## src/rtl/rtc_bus_writer.sv

```systemverilog
// Multiplexed-bus RTC write sequencer: address phase then data phase, each
// with setup/strobe/hold timing; all state and outputs update on the falling edge.
module rtc_bus_writer #(
    parameter int T_SETUP = 2,
    parameter int T_PULSE = 4,
    parameter int T_HOLD  = 2
) (
    input  logic       CLK,
    input  logic       RST,
    input  logic       START,
    input  logic [7:0] ADDR,
    input  logic [7:0] DATA,
    output logic       BUSY,
    output logic       DONE,
    output logic       CS_N,
    output logic       WR_N,
    output logic       RD_N,
    output logic       A_D,
    output logic [7:0] AD_OUT,
    output logic       AD_OE
);

    typedef enum logic [2:0] {
        IDLE, A_SETUP, A_STROBE, A_HOLD, D_SETUP, D_STROBE, D_HOLD, FIN
    } state_t;

    localparam logic [3:0] LD_S = 4'(T_SETUP - 1);
    localparam logic [3:0] LD_P = 4'(T_PULSE - 1);
    localparam logic [3:0] LD_H = 4'(T_HOLD - 1);

    state_t     state, state_nxt;
    logic [3:0] cnt, cnt_nxt;
    logic [7:0] addr_q, data_q, addr_nxt, data_nxt;

    logic       a_ph, d_ph, strobe;
    logic [7:0] ad_out_nxt;

    always_comb begin
        state_nxt = state;
        cnt_nxt   = cnt;
        addr_nxt  = addr_q;
        data_nxt  = data_q;
        case (state)
            IDLE: begin
                if (START) begin
                    state_nxt = A_SETUP;
                    cnt_nxt   = LD_S;
                    addr_nxt  = ADDR;
                    data_nxt  = DATA;
                end
            end
            FIN: begin
                state_nxt = IDLE;
                cnt_nxt   = 4'd0;
            end
            default: begin
                if (cnt != 4'd0) begin
                    cnt_nxt = cnt - 4'd1;
                end else begin
                    // reload the shared counter with the length of the state being entered
                    case (state)
                        A_SETUP:  begin state_nxt = A_STROBE; cnt_nxt = LD_P; end
                        A_STROBE: begin state_nxt = A_HOLD;   cnt_nxt = LD_H; end
                        A_HOLD:   begin state_nxt = D_SETUP;  cnt_nxt = LD_S; end
                        D_SETUP:  begin state_nxt = D_STROBE; cnt_nxt = LD_P; end
                        D_STROBE: begin state_nxt = D_HOLD;   cnt_nxt = LD_H; end
                        default:  begin state_nxt = FIN;      cnt_nxt = 4'd0; end
                    endcase
                end
            end
        endcase
    end

    // Outputs are decoded from the next state and registered, so they change
    // on the same edge as the state they describe.
    always_comb begin
        a_ph   = (state_nxt == A_SETUP) || (state_nxt == A_STROBE) || (state_nxt == A_HOLD);
        d_ph   = (state_nxt == D_SETUP) || (state_nxt == D_STROBE) || (state_nxt == D_HOLD);
        strobe = (state_nxt == A_STROBE) || (state_nxt == D_STROBE);
        ad_out_nxt = 8'h00;
        if (a_ph)      ad_out_nxt = addr_nxt;
        else if (d_ph) ad_out_nxt = data_nxt;
    end

    always_ff @(negedge CLK) begin
        if (RST) begin
            state  <= IDLE;
            cnt    <= 4'd0;
            addr_q <= 8'h00;
            data_q <= 8'h00;
            BUSY   <= 1'b0;
            DONE   <= 1'b0;
            CS_N   <= 1'b1;
            WR_N   <= 1'b1;
            A_D    <= 1'b0;
            AD_OUT <= 8'h00;
            AD_OE  <= 1'b0;
        end else begin
            state  <= state_nxt;
            cnt    <= cnt_nxt;
            addr_q <= addr_nxt;
            data_q <= data_nxt;
            BUSY   <= (state_nxt != IDLE);
            DONE   <= (state_nxt == FIN);
            CS_N   <= ~strobe;
            WR_N   <= ~strobe;
            A_D    <= d_ph;
            AD_OUT <= ad_out_nxt;
            AD_OE  <= a_ph | d_ph;
        end
    end

    assign RD_N = 1'b1;

endmodule
```

## config.mk

```make
export PLATFORM = sky130hd
export DESIGN_NAME = rtc_bus_writer
export DESIGN_NICKNAME = d
export VERILOG_FILES = /design/src/rtl/rtc_bus_writer.sv
export SDC_FILE = /design/constraint.sdc
export NUM_CORES = 1
export LEC_CHECK = 0
export ABC_AREA = 1
export BUFFER_PORTS_ARGS = -buffer_cell sky130_fd_sc_hd__buf_4
export CAP_MARGIN = 30
export CORE_MARGIN = 3
export CORE_UTILIZATION = 30
export CTS_BUF_LIST = sky130_fd_sc_hd__clkbuf_2 sky130_fd_sc_hd__clkbuf_4 sky130_fd_sc_hd__clkbuf_8
export DETAILED_ROUTE_END_ITERATION = 10
export HOLD_SLACK_MARGIN = 0.08
export PLACE_DENSITY = 0.58
export SLEW_MARGIN = 20
export SYNTH_ARGS = -nofsm -noshare
export SYNTH_HDL_FRONTEND = slang
export SYNTH_SLANG_ARGS = --single-unit
```

## constraint.sdc

```tcl
create_clock -name CLK -period 2.65 [get_ports CLK]
set_input_delay 0.53 -clock CLK [delete_from_list [all_inputs] [get_ports CLK]]
set_output_delay 0.53 -clock CLK [all_outputs]
set_load 0.02 [all_outputs]
```

### After elaboration in Yosys (flattened, before gate mapping)

Index checks and enable logic that the tools add are counted.

* register bits: 36
* bits in latches: 0
* memory bits (writable): 0
* bits in read-only memories: 0
* bits of input ports: 19
* output and inout port bits: 15
* logic and storage cells: 51
* memories: 0

* add/subtract/negate cells: 1
* multiply operators: 0
* div/mod/pow operators: 0
* $lt $le $gt $ge: 0
* equal/unequal tests: 14
* shift operators: 0
* multiplexer cells: 14
* bitwise operators: 2
* reduce and logical (&&, ||, !) cells: 10

Operators by type and width (number)
* two-way mux 8 bit: 6
* == test 3 bit, second input constant: 7
* case mux 3 bit (5 select lines): 1
* == test 3 x 2 -> 1 bit, second input constant: 4
* two-way mux 4 bit: 2
* case mux 4 bit (2 select lines): 1
* == test 3 x 1 -> 1 bit, second input constant: 2
* two-way mux 3 bit: 2
* case mux 3 bit (2 select lines): 1
* logical OR 1 bit: 5
* case mux 2 bit (2 select lines): 1
* nonzero test 4 bit: 1
* subtractor 4 x 1 -> 4 bit, second input constant: 1
* zero test 3 bit: 1
* nonzero test 3 bit: 1
* OR reduction 3 bit: 1
* != test 2 bit, second input constant: 1
* OR reduction 2 bit: 1
* NOT 1 bit: 1
* bitwise OR 1 bit: 1

### Longest topological paths before layout

* depth in word-level cells: 9
* depth in mapped cells: 10
* mapped depth without buffers: 10

==> impl_metrics.ini <==
[synth]
synth_seq_area_share_pct = 43.24
ys_types = 32
yosys_warnings = 0
netlist_area_mm2 = 0.001667
syn_nets = 232
syn_inst = 209
ys_seq_elements = 36
synthesis.area_per_instance_um2 = 7.974

[final_layout]
diodes = 0
num-fill-cells = 560
final_area_mm2 = 0.002291
fin_cells = 352
syn2layout_area_growth_pct = 37.46
multi_input_area_um2 = 777.0
mostFrequentLayoutCell = inv_1
finalNetCount = 304
final_cell_mix = inv_1 (56), nor2_1 (26), nand2_1 (26), buf_4 (26), dfxtp_1 (25)
drive_gt1_share_pct = 33.69
regArea_um2 = 734.5

[die]
initial_utilization_pct = 31.82
die_h_um = 80.54
rows = 26
die_x_um = 80.54
io_pins = 34
die_area_mm2 = 0.006486
core_mm2 = 0.005238

[global_routing]
grt_pass1_vias = 1575
grt_max_degree = 16
overflow = 0
antenna_found_initial = 0
grt.total_usage_pct = 13.16
grt_pass1_wl_um = 6465

[clock_tree]
clock_path_buffers = 2
ctsHoldBuffers = 0
clk_latency_ps = 360
cts-root-buf = clkbuf_8
cts_buffers = 5
clkTransAtPathRegs_ps = 50
clock_sinks = 36
htreeDepth = 2
tritoncts = built

[worst_setup_path]
critPathLaunchType = flip-flop
cp_max_fo = 1
max_stage_delay_ps = 320
slowest_stage = dfxtp_2
worstPathRequired_ps = 2120
cp_top_family = flip-flops
path_cells = buf_6
worstSetupPathType = reg -> out
cp_num_buf_inv = 1
critPathArrivalTime_ps = 2130
cp-end-kind = output port

[routing]
top_layer = met4
drt-met1-wl_um = 1730
drt_first_pass_iters = 4
drt-total-wl_um = 3820
drt-initial-drc-count = 48
detail-route-antenna-nets = 0
wl_met3_um = 200
drc = 0
vias = 1526
wl_met2_um = 1773
viasPerCell = 4.335
post_drt_wl_per_cell_um = 10.85

[power_and_ir_drop]
switching_share_pct = 46.83
leakage_uw = 0.001224
combPwrFrac_pct = 54.5
clkPwrFrac_pct = 20.4
power_density_mw_per_mm2 = 1464
p_switching_uw = 1571
ir_drop_v = 0.0004874
power.internal_uw = 1784
pwr-share-seq_pct = 25.1

[run_status]
violations = negative setup slack
outcome = complete, but fails checks

[placed_design]
gp_congestion = 0.7526
dp.cells = 307
place_area_mm2 = 0.001973
place_hpwl_um = 2548
io_buffers = 32

[timing]
fin_ws_ps = -8.026
rsz0062_at_grt = true
setup_violations = 1
fin_setup_tns_ps = -8.026
maxSlewViolCount = 0
hold_viol_final = 0
skew_ps = 19.14
fin_hold_ws_ps = 457.9

[min_path]
hold_class = reg -> reg

[run]
maxCapViolations = 0
## sequential cells by signal, summed over array words and instances, names as in the netlist
register  flops
cnt           4
DONE          1
state         3
data_q        8
AD_OE         1
BUSY          1
A_D           1
AD_OUT        8
addr_q        8
WR_N          1
## cell usage after synthesis, drive strengths merged
| cell type | instances | area share (%) |
|---|---|---|
| dfxtp | 36 | 43 |
| nand2 | 36 | 9.9 |
| nor2 | 35 | 9.5 |
| inv | 24 | 5.4 |
| nand3 | 19 | 6.0 |
| o21ai | 14 | 5.8 |
| buf | 10 | 4.7 |
| or2 | 8 | 3.0 |
| a21oi | 7 | 2.6 |
| ha | 4 | 3.0 |
| nand4 | 4 | 1.5 |
| o21a | 4 | 1.9 |
| nor3 | 3 | 1.2 |
| xor2 | 2 | 1.1 |
| a32oi | 1 | 0.53 |
| conb | 1 | 0.23 |
| o211ai | 1 | 0.45 |
## worst paths after layout
check / from / slack (ps) / cells past startpoint / end
max: BUSY / -8 / 1 / BUSY
min: cnt[1] / 460 / 2 / cnt[1]
max reg2reg: state[1] / 770 / 8 / WR_N
min reg2reg: cnt[1] / 460 / 2 / cnt[1]
## layer usage
layer	vias to the layer above	track usage [%]
met5	-	0
met4	0	10.98
met3	9	5.942
met2	39	20.20
met1	673	13.62
li1	805	-
## repair_timing
item                       4_1_cts  5_1_grt
buffers inserted                 0        2
hold endpoints to repair         0        0
setup endpoints to repair        9       23
resized for setup               15        9
pin swaps                        1        1
## cells by family after synthesis
family | Yosys count | share of synthesized area, %
XOR/XNOR | 2 | 1.051
AND/OR/NAND/NOR | 105 | 31.16
AO/OA/AOI/OAI | 27 | 11.19
other | 1 | 0.2250
flip-flops | 36 | 43.24
adder cells (fa/ha/maj) | 4 | 3.003
buffers and inverters | 34 | 10.13
## final cells by class
type | count | share of cell area, %
clock inverters | 39 | 7.646
well taps | 70 | 3.823
inverters | 23 | 3.768
flip-flops and latches | 36 | 32.06
multi-input cells | 139 | 33.92
clock buffers | 5 | 3.004
repair buffers | 40 | 15.78
## power by group through the flow
stage / combinational (uW) / clock (uW) / sequential [uW]
floorplan: 1360 / 85.3 / 881
global placement: 1760 / 85.3 / 828
detailed placement: 1770 / 85.3 / 831
CTS: 1810 / 713 / 838
global route: 2070 / 784 / 862
finish: 1830 / 683 / 843
## per-stage QoR
step | setup slack (ps) | utilization, % | total power, uW
2_1_floorplan | 6.738 | - | 2327
5_1_grt | -65.58 | 43.74 | 3714
3_3_place_gp | -332.7 | 37.67 | 2671
4_1_cts | -22.05 | 43.05 | 3363
6_report | -8.026 | 43.74 | 3355
3_5_place_dp | -348.0 | 37.67 | 2687
(Power assumes the default switching activity.)
